$ cat src/rtl/complex_pkg.sv
// Shared widths, FSM states and saturation bounds for the complex divider.
package complex_pkg;
    localparam int Z_W   = 16;
    localparam int B_W   = 8;
    localparam int A_W   = 8;
    localparam int NUM_W = Z_W + B_W + 1;
    localparam int DEN_W = 2 * B_W;

    typedef enum logic [1:0] {
        IDLE = 2'd0,
        PREP = 2'd1,
        DIV  = 2'd2,
        DONE = 2'd3
    } state_e;

    localparam int SAT_MAX = (1 << (A_W - 1)) - 1;
    localparam int SAT_MIN = -(1 << (A_W - 1));
endpackage

$ cat src/rtl/complex_div_step.sv
// One restoring-division iteration: shift the next dividend bit into the
// remainder, subtract the divisor when it fits, shift the quotient bit in.
module complex_div_step #(
    parameter int NUM_W = 25,
    parameter int DEN_W = 16
) (
    input  logic [DEN_W-1:0] rem_i,
    input  logic [NUM_W-1:0] quo_i,
    input  logic [DEN_W-1:0] den_i,
    output logic [DEN_W-1:0] rem_o,
    output logic [NUM_W-1:0] quo_o
);
    logic [DEN_W:0] shifted;
    logic           fits;

    // quo_i holds the unconsumed dividend bits at the top and the quotient
    // bits built so far at the bottom.
    always_comb begin
        shifted = {rem_i, quo_i[NUM_W-1]};
        fits    = (shifted >= {1'b0, den_i});
        rem_o   = fits ? (shifted[DEN_W-1:0] - den_i) : shifted[DEN_W-1:0];
        quo_o   = {quo_i[NUM_W-2:0], fits};
    end
endmodule

$ cat src/rtl/complex_div.sv
// Iterative complex divider a = z / b, computing z*conj(b) / |b|^2 with a
// restoring divider per lane; real and imaginary lanes run in lockstep.
module complex_div #(
    parameter int Z_W = complex_pkg::Z_W,
    parameter int B_W = complex_pkg::B_W,
    parameter int A_W = complex_pkg::A_W
) (
    input  logic                  clk,
    input  logic                  rst,
    input  logic                  in_valid,
    output logic                  in_ready,
    input  logic signed [Z_W-1:0] z_real,
    input  logic signed [Z_W-1:0] z_imag,
    input  logic signed [B_W-1:0] b_real,
    input  logic signed [B_W-1:0] b_imag,
    output logic                  out_valid,
    input  logic                  out_ready,
    output logic signed [A_W-1:0] a_real,
    output logic signed [A_W-1:0] a_imag,
    output logic                  overflow,
    output logic                  div_by_zero
);
    import complex_pkg::*;

    localparam int NUM_W = Z_W + B_W + 1;
    localparam int DEN_W = 2 * B_W;
    localparam int CNT_W = $clog2(NUM_W + 1);
    localparam logic [NUM_W-1:0] NEG_LIM = NUM_W'(1) << (A_W - 1);
    localparam logic [NUM_W-1:0] POS_LIM = NEG_LIM - NUM_W'(1);
    localparam logic [A_W-1:0]   MAX_VAL = {1'b0, {(A_W-1){1'b1}}};
    localparam logic [A_W-1:0]   MIN_VAL = {1'b1, {(A_W-1){1'b0}}};

    state_e                  state_q, state_d;
    logic signed [Z_W-1:0]   zr_q, zr_d, zi_q, zi_d;
    logic signed [B_W-1:0]   br_q, br_d, bi_q, bi_d;
    logic [DEN_W-1:0]        den_q, den_d;
    logic [CNT_W-1:0]        cnt_q, cnt_d;
    logic [1:0][DEN_W-1:0]   rem_q, rem_d, rem_s;
    logic [1:0][NUM_W-1:0]   quo_q, quo_d, quo_s;
    logic [1:0]              neg_q, neg_d;
    logic [1:0][A_W-1:0]     a_q, a_d;
    logic                    ovf_q, ovf_d, dbz_q, dbz_d;

    logic signed [NUM_W-1:0] zr_x, zi_x, br_x, bi_x;
    logic signed [DEN_W-1:0] br_y, bi_y;
    logic signed [NUM_W-1:0] num [2];
    logic [DEN_W-1:0]        den_calc;
    logic [1:0][A_W:0]       sat;

    // Returns {overflow, clamped signed quotient} from a magnitude and sign.
    function automatic logic [A_W:0] saturate(input logic [NUM_W-1:0] mag, input logic neg);
        logic [A_W-1:0] lo;
        lo = mag[A_W-1:0];
        if (neg) begin
            if (mag > NEG_LIM) return {1'b1, MIN_VAL};
            return {1'b0, -lo};
        end
        if (mag > POS_LIM) return {1'b1, MAX_VAL};
        return {1'b0, lo};
    endfunction

    for (genvar gi = 0; gi < 2; gi++) begin : g_lane
        complex_div_step #(.NUM_W(NUM_W), .DEN_W(DEN_W)) u_step (
            .rem_i (rem_q[gi]),
            .quo_i (quo_q[gi]),
            .den_i (den_q),
            .rem_o (rem_s[gi]),
            .quo_o (quo_s[gi])
        );
    end

    always_comb begin
        zr_x     = NUM_W'(zr_q);
        zi_x     = NUM_W'(zi_q);
        br_x     = NUM_W'(br_q);
        bi_x     = NUM_W'(bi_q);
        br_y     = DEN_W'(br_q);
        bi_y     = DEN_W'(bi_q);
        num[0]   = zr_x * br_x + zi_x * bi_x;
        num[1]   = zi_x * br_x - zr_x * bi_x;
        den_calc = br_y * br_y + bi_y * bi_y;
        for (int i = 0; i < 2; i++) sat[i] = saturate(quo_s[i], neg_q[i]);

        state_d = state_q;
        zr_d    = zr_q;
        zi_d    = zi_q;
        br_d    = br_q;
        bi_d    = bi_q;
        den_d   = den_q;
        cnt_d   = cnt_q;
        rem_d   = rem_q;
        quo_d   = quo_q;
        neg_d   = neg_q;
        a_d     = a_q;
        ovf_d   = ovf_q;
        dbz_d   = dbz_q;

        case (state_q)
            IDLE: if (in_valid) begin
                zr_d    = z_real;
                zi_d    = z_imag;
                br_d    = b_real;
                bi_d    = b_imag;
                state_d = PREP;
            end
            PREP: begin
                den_d = den_calc;
                if (den_calc == '0) begin
                    a_d     = '0;
                    ovf_d   = 1'b0;
                    dbz_d   = 1'b1;
                    state_d = DONE;
                end else begin
                    for (int i = 0; i < 2; i++) begin
                        neg_d[i] = num[i][NUM_W-1];
                        quo_d[i] = num[i][NUM_W-1] ? NUM_W'(-num[i]) : NUM_W'(num[i]);
                    end
                    rem_d   = '0;
                    cnt_d   = CNT_W'(NUM_W);
                    state_d = DIV;
                end
            end
            DIV: begin
                rem_d = rem_s;
                quo_d = quo_s;
                cnt_d = cnt_q - CNT_W'(1);
                // The last step's quotient is signed and clamped on the way out.
                if (cnt_q == CNT_W'(1)) begin
                    a_d[0]  = sat[0][A_W-1:0];
                    a_d[1]  = sat[1][A_W-1:0];
                    ovf_d   = sat[0][A_W] | sat[1][A_W];
                    dbz_d   = 1'b0;
                    state_d = DONE;
                end
            end
            DONE: if (out_ready) state_d = IDLE;
            default: state_d = IDLE;
        endcase
    end

    always_ff @(posedge clk) begin
        if (rst) begin
            state_q <= IDLE;
            zr_q    <= '0;
            zi_q    <= '0;
            br_q    <= '0;
            bi_q    <= '0;
            den_q   <= '0;
            cnt_q   <= '0;
            rem_q   <= '0;
            quo_q   <= '0;
            neg_q   <= '0;
            a_q     <= '0;
            ovf_q   <= 1'b0;
            dbz_q   <= 1'b0;
        end else begin
            state_q <= state_d;
            zr_q    <= zr_d;
            zi_q    <= zi_d;
            br_q    <= br_d;
            bi_q    <= bi_d;
            den_q   <= den_d;
            cnt_q   <= cnt_d;
            rem_q   <= rem_d;
            quo_q   <= quo_d;
            neg_q   <= neg_d;
            a_q     <= a_d;
            ovf_q   <= ovf_d;
            dbz_q   <= dbz_d;
        end
    end

    assign in_ready    = (state_q == IDLE);
    assign out_valid   = (state_q == DONE);
    assign a_real      = a_q[0];
    assign a_imag      = a_q[1];
    assign overflow    = ovf_q;
    assign div_by_zero = dbz_q;
endmodule

$ cat config.mk
export PLATFORM = sky130hd
export DESIGN_NAME = complex_div
export DESIGN_NICKNAME = d
export VERILOG_FILES = /design/src/rtl/complex_pkg.sv /design/src/rtl/complex_div_step.sv /design/src/rtl/complex_div.sv
export SDC_FILE = /design/constraint.sdc
export NUM_CORES = 2
export LEC_CHECK = 0
export ABC_AREA = 1
export CAP_MARGIN = 10
export CORE_UTILIZATION = 32
export DETAILED_ROUTE_END_ITERATION = 6
export PLACE_DENSITY = 0.57
export SLEW_MARGIN = 0
export SYNTH_ARGS = -nofsm -noshare
export SYNTH_HDL_FRONTEND = slang
export SYNTH_SLANG_ARGS = --single-unit
$ cat constraint.sdc
create_clock -name clk -period 9 [get_ports clk]
set_input_delay 1.8 -clock clk [delete_from_list [all_inputs] [get_ports clk]]
set_output_delay 1.8 -clock clk [all_outputs]
set_load 0.05 [all_outputs]
### After elaboration in Yosys (flattened, before gate mapping)

Index checks and enable logic that the tools add are counted.
W data, S select, Z words.

* word-level logic and storage cells: 103
* bits in latches: 0
* memory bits (read-only): 0
* bits in writable memories: 0
* bits in registers: 173
* output and inout bits: 20
* memories: 0

* div/mod/pow operators: 0
* shifts and indexed selects: 0
* $mul: 6
* mux-type cells: 46
* reductions and logical operators: 8
* equal/unequal tests: 9
* bitwise logic cells: 2
* add/subtract/negate cells: 10
* $lt $le $gt $ge: 6

Operator list (count)
* $mux W9: 12
* $pmux W50 S2: 1
* $mul A16 B8 Y24: 4
* $mux W16: 4
* $pmux W32 S2: 1
* $gt A25 B7 Y1 const B: 2
* $gt A25 B8 Y1 const B: 2
* $mux W25: 2
* $mux W50: 1
* $neg A25 Y25: 2
* $ge A17 B16 Y1: 2
* $mul A8 B8 Y16: 2
* $mux W32: 1
* $pmux W16 S2: 1
* $sub A16 B16 Y16: 2
* $add A24 B24 Y25: 1
* $sub A24 B24 Y25: 1
* $add A16 B16 Y16: 1
* $logic_not A16 Y1: 1
* $neg A8 Y8: 2
* $mux W1: 15
* $pmux W5 S2: 1
* $ne A2 B2 Y1 const B: 4
* $pmux W2 S4: 1
* other kinds (14): 21

### Longest topological paths before layout

* depth in word-level cells: 12
* gate-level depth with buffers: 37
* mapped depth without buffers: 35

### Hierarchy

Synthesis repeated with hierarchy kept, for this count alone.

* cells, all modules: 5283
* area total of the unflattened synthesis: 37149.4 sq um

Modules (own cells, without submodules)
* complex_div: times used 1, area an instance 33936.3 sq um, cells each 4667
* complex_div_step: times used 2, area an instance 1606.5 sq um, cells each 308

### Worst setup path before layout

OpenSTA, ideal clock, no wires.

* path kind: reg2reg
* from: reg zi_q[15]
* to: reg quo_q[15] (netlist bit)
* cell stages (with the launch flop): 30
* period minus slack after synthesis: 6.225 ns
* data required time: 8.878 ns
* arrival time: 6.103 ns
* slack: 2.775 ns
* path through: dfxtp_1 clkbuf_1 clkbuf_1 nand2_1 fa_1 fa_1 inv_1 fa_1 inv_1 fa_1 inv_1 fa_1 inv_1 fa_1 inv_1 ha_1 nand2_1 inv_1 nand2_1 inv_1 nand2_1 o211ai_1 nand3_1 nand2_2 inv_2 buf_4 a21oi_1 nor2_1 a21oi_1 a21oi_1

* word-level cells in the longest chain between the ends: 6

Ends and longest elaborated chain
* start: declaration: RTL line complex_div.sv:34 `logic signed [Z_W-1:0] zr_q, zr_d, zi_q, zi_d;`
* start signal: assignment: RTL line complex_div.sv:159 `zi_q <= zi_d;`
* $mul A16 B8 Y24 (*): RTL line complex_div.sv:79 `num[0] = zr_x * br_x + zi_x * bi_x;`
* $add A24 B24 Y25 (*): RTL line complex_div.sv:79
* $neg A25 Y25: RTL line complex_div.sv:116 `quo_d[i] = num[i][NUM_W-1] ? NUM_W'(-num[i]) : NUM_W'(num[i]);`
* $mux W25 (*): RTL line complex_div.sv:116
* $mux W50 (*): RTL line complex_div.sv:108 `if (den_calc == '0) begin`
* $pmux W50 S2 (*): RTL line complex_div.sv:98 `case (state_q)`
* end signal: assignment: RTL line complex_div.sv:165 `quo_q <= quo_d;`
* end: declaration: RTL line complex_div.sv:39 `logic [1:0][NUM_W-1:0] quo_q, quo_d, quo_s;`

Every way passes the cells marked *; elsewhere a longest branch is shown, timed or not. The select of a mux whose other input is x is not followed.
A chain may end at the register's enable or synchronous reset.

### Worst setup path after layout

* from: reg br_q[7]
* to: reg quo_q[42] (netlist bit)

* word-level cells in the longest chain between the ends: 6

Ends and longest elaborated chain
* start: declaration: RTL line complex_div.sv:35 `logic signed [B_W-1:0] br_q, br_d, bi_q, bi_d;`
* start signal: assignment: RTL line complex_div.sv:160 `br_q <= br_d;`
* $mul A16 B8 Y24: RTL line complex_div.sv:80 `num[1] = zi_x * br_x - zr_x * bi_x;`
* $sub A24 B24 Y25: RTL line complex_div.sv:80
* $neg A25 Y25: RTL line complex_div.sv:116
* $mux W25: RTL line complex_div.sv:116
* $mux W50: RTL line complex_div.sv:108
* $pmux W50 S2: RTL line complex_div.sv:98

Parallel ways exist; a longest one is shown, timed or not. The select of a mux whose other input is x is not followed.

==> results.md <==
- Run status: finished with violations
- Failing checks: design-rule violations
- Count leader, synth: inv_1
- Type of the worst setup path: register to register
- Max Clock Skew: 28.3 ps
- Placer Congestion: 0.909
- Slowest-stage cell, CP: dfxtp_1
- Clock tree root buffer cell: clkbuf_16
- Initial Util: approximately a third
- Critical Path End Type: register
- Htree depth: 4
- CP Launch Type: register
- Clock transition at the registers of the reported paths: 80 ps
- CP max FO: 30
- # IOs: 72
- Vias in the first global route: between 30000 and 40000
- Synth unique cells: 51
- Die area: ~0.11 mm²
- Unrepaired setup endpoints after global routing: no
- Storage cell area: approximately 0.0035 mm²
- Max_slew headroom: 25.5%
- Main area contributors after synthesis: fa_1 (35%), inv_1 (13%), nand2_1 (12%)
- CTS Sinks: between 150 and 200
- Sequential-to-total area share from yosys stat: under 10%
- Worst-Margin Slew: 1120 ps
- Min Clock Period, post-route: roughly 8000 ps
- Final Setup Violations: 0
- Yosys top cell area share: between 30% and 40%
- Post-Syn Instances: a little under 5000
- Hold crit path type: register to register
- Core Region: 0.111 mm²
- First-pass GRT wire length: 166000 µm
- CTS tree: yes
- Die Ht: between 300 and 400 µm
- Clock buffer depth: 2
- Setup Fix Bufs, Post-CTS: 0
- R2R Setup Slk: between 900 and 1000 ps
- Worst-Skew Late Latency: between 500 and 600 ps
- Post-CTS Resized: 0
- HPWL Detailed: 81000 µm
- Synth Cell Area: 0.0358 mm²
- Layout Nets: around 5800
- Initial antenna violation count: 5
- Final Hold Viols: 0
- FFs w/ async S/R, synth: 0%
- Area Growth Syn to Fin: 7.16%
- Top FF cell, synth: dfxtp_1
- Post-synth EDFFs: 0
- CTS Buf Count: 17
- Rows: 122
- Fillers: 11900
- Post-route setup TNS: 0 ps
- Starting DRT DRC Count: about 1900
- Total of warnings raised by yosys: 0
- ANT cells: 0
- Total gr overflow: 0
- CP peak stage delay: just over 800 ps
- Share of cells above drive strength 1: about 4.5%
- Fin area: ~0.038 mm²
- Area occupied by multi-input gates: 0.0266 mm²
- Hold Buf Count CTS: 0
- Via density: 4.70
- Slew Viols, Final: 0
- Gr usage total: a little under a fifth
- DP Area: between 0.03 and 0.04 mm²
- Synthesized area per cell: 7.27 µm²
- Detail Route Antenna Nets: 0
- Critical Path RT: ~9400 ps
- Via count: 29800
- Top cells by count, synth: inv_1 (1264), nand2_1 (1136), fa_1 (622), nor2_1 (317), ha_1 (246)
- Crit path arrival time: about 8400 ps
- Residual DRC count: 9
- I/O Buffers: 71
- Fmax: around 120 MHz
- Area leader, netlist: fa_1
- Routed WL: ~100000 µm
- DR WL/cell: roughly 16 µm
- Die Wd: around 340 µm
- Pin count of the biggest net entering global routing: 69
- Initial DRT Pass Iterations: 7
- Crit share post-route: about nine tenths
- Max_cap viols: 0
- Register bit total from synthesis: roughly 170
- Syn nets: slightly below 6000
critical path, delay by kind of cell (launching register included):
kind | cells | cell delay (ps)
fa+ha+maj | 7 | 3270
simple gates | 8 | 1860
buf+inv | 7 | 950
compound gates | 5 | 910
flops | 1 | 830
cells in the final DEF, fill, tap and decap left out, types with 4 or more instances in the layout:
cell type and n:
nor4_1 11, nor3_1 24, or2_2 27, inv_2 10, clkinv_8 6, nand3b_1 20
nand2_2 33, o2111ai_1 4, o22ai_1 4, a21oi_2 32, inv_6 4, o21a_1 4
fa_1 622, o21ai_0 177, dfxtp_1 159, nand3_2 5, nor2_1 317, o211ai_1 9
nand2_1 1135, nand3_1 157, clkdlybuf4s50_1 70, buf_4 46, a31oi_1 8, inv_1 1261
xnor2_1 48, clkbuf_16 17, a211oi_1 4, ha_1 245, o21ai_1 15, xor2_1 49
dfxtp_2 14, nor2_2 6, nand4_1 55, a21o_1 5, o21bai_1 6, a21oi_1 209
per-layer routing:
metal	track usage [%]	part of all wire [%]	up-vias
met2	33.6	50	702
met1	23.8	43	14700
met4	4.88	2.3	0
li1	-	-	14300
met5	0	0	-
met3	2.21	4.7	131
final timing paths:
path,start,endpoint,depth (start not counted)
worst max-delay path,br_q[7],quo_q[42],27
worst max register to register,br_q[7],quo_q[42],27
worst min register to register,a_real[4],a_real[4],2
worst min-delay path,a_real[4],a_real[4],2
flip-flops by register name (all words and copies together), names as in the netlist:
register and count:
a_imag 8, a_real 8, bi_q 8, br_q 8, cnt_q 5, den_q 16, div_by_zero 1, neg_q 2
overflow 1, quo_q 50, rem_q 32, state_q 2, zi_q 16, zr_q 16
through the flow:
stage | util [%] | setup slack (ps) | hold WS, ps | std cells
2_1_floorplan | - | 2780 | 443 | 4921
3_3_place_gp | 34.1 | 1140 | 453 | 6306
3_5_place_dp | 34.1 | 1110 | 461 | 6306
4_1_cts | 34.6 | 1070 | 472 | 6338
5_1_grt | 34.6 | 534 | 488 | 6338
6_report | 34.6 | 987 | 465 | 6338
logic make-up (layout without fill, tap and decap cells):
logic type	count (synthesis)	in the layout	synth area share [%]
buffers and inverters	1493	1422	16.1
xor gates and xnor gates	99	99	2.46
adders and majority gates	868	868	43.4
and+or+nand+nor	1798	1798	20.8
DFF	173	173	9.68
AOI/OAI and AO/OA	490	490	7.57
cell type report:
class                           count  share of cell area, %
Multi-Input combinational cell   3255                   69.3
Inverter                         1274                   12.5
Sequential cell                   173                   9.07
Tap cell                         1488                   4.85
Timing Repair Buffer              116                   2.73
Clock buffer                       17                   1.11
Clock inverter                     15                  0.457
Power is not shown: default switching activity piles up to over one toggle a cycle in this logic, so the estimate is an artifact.
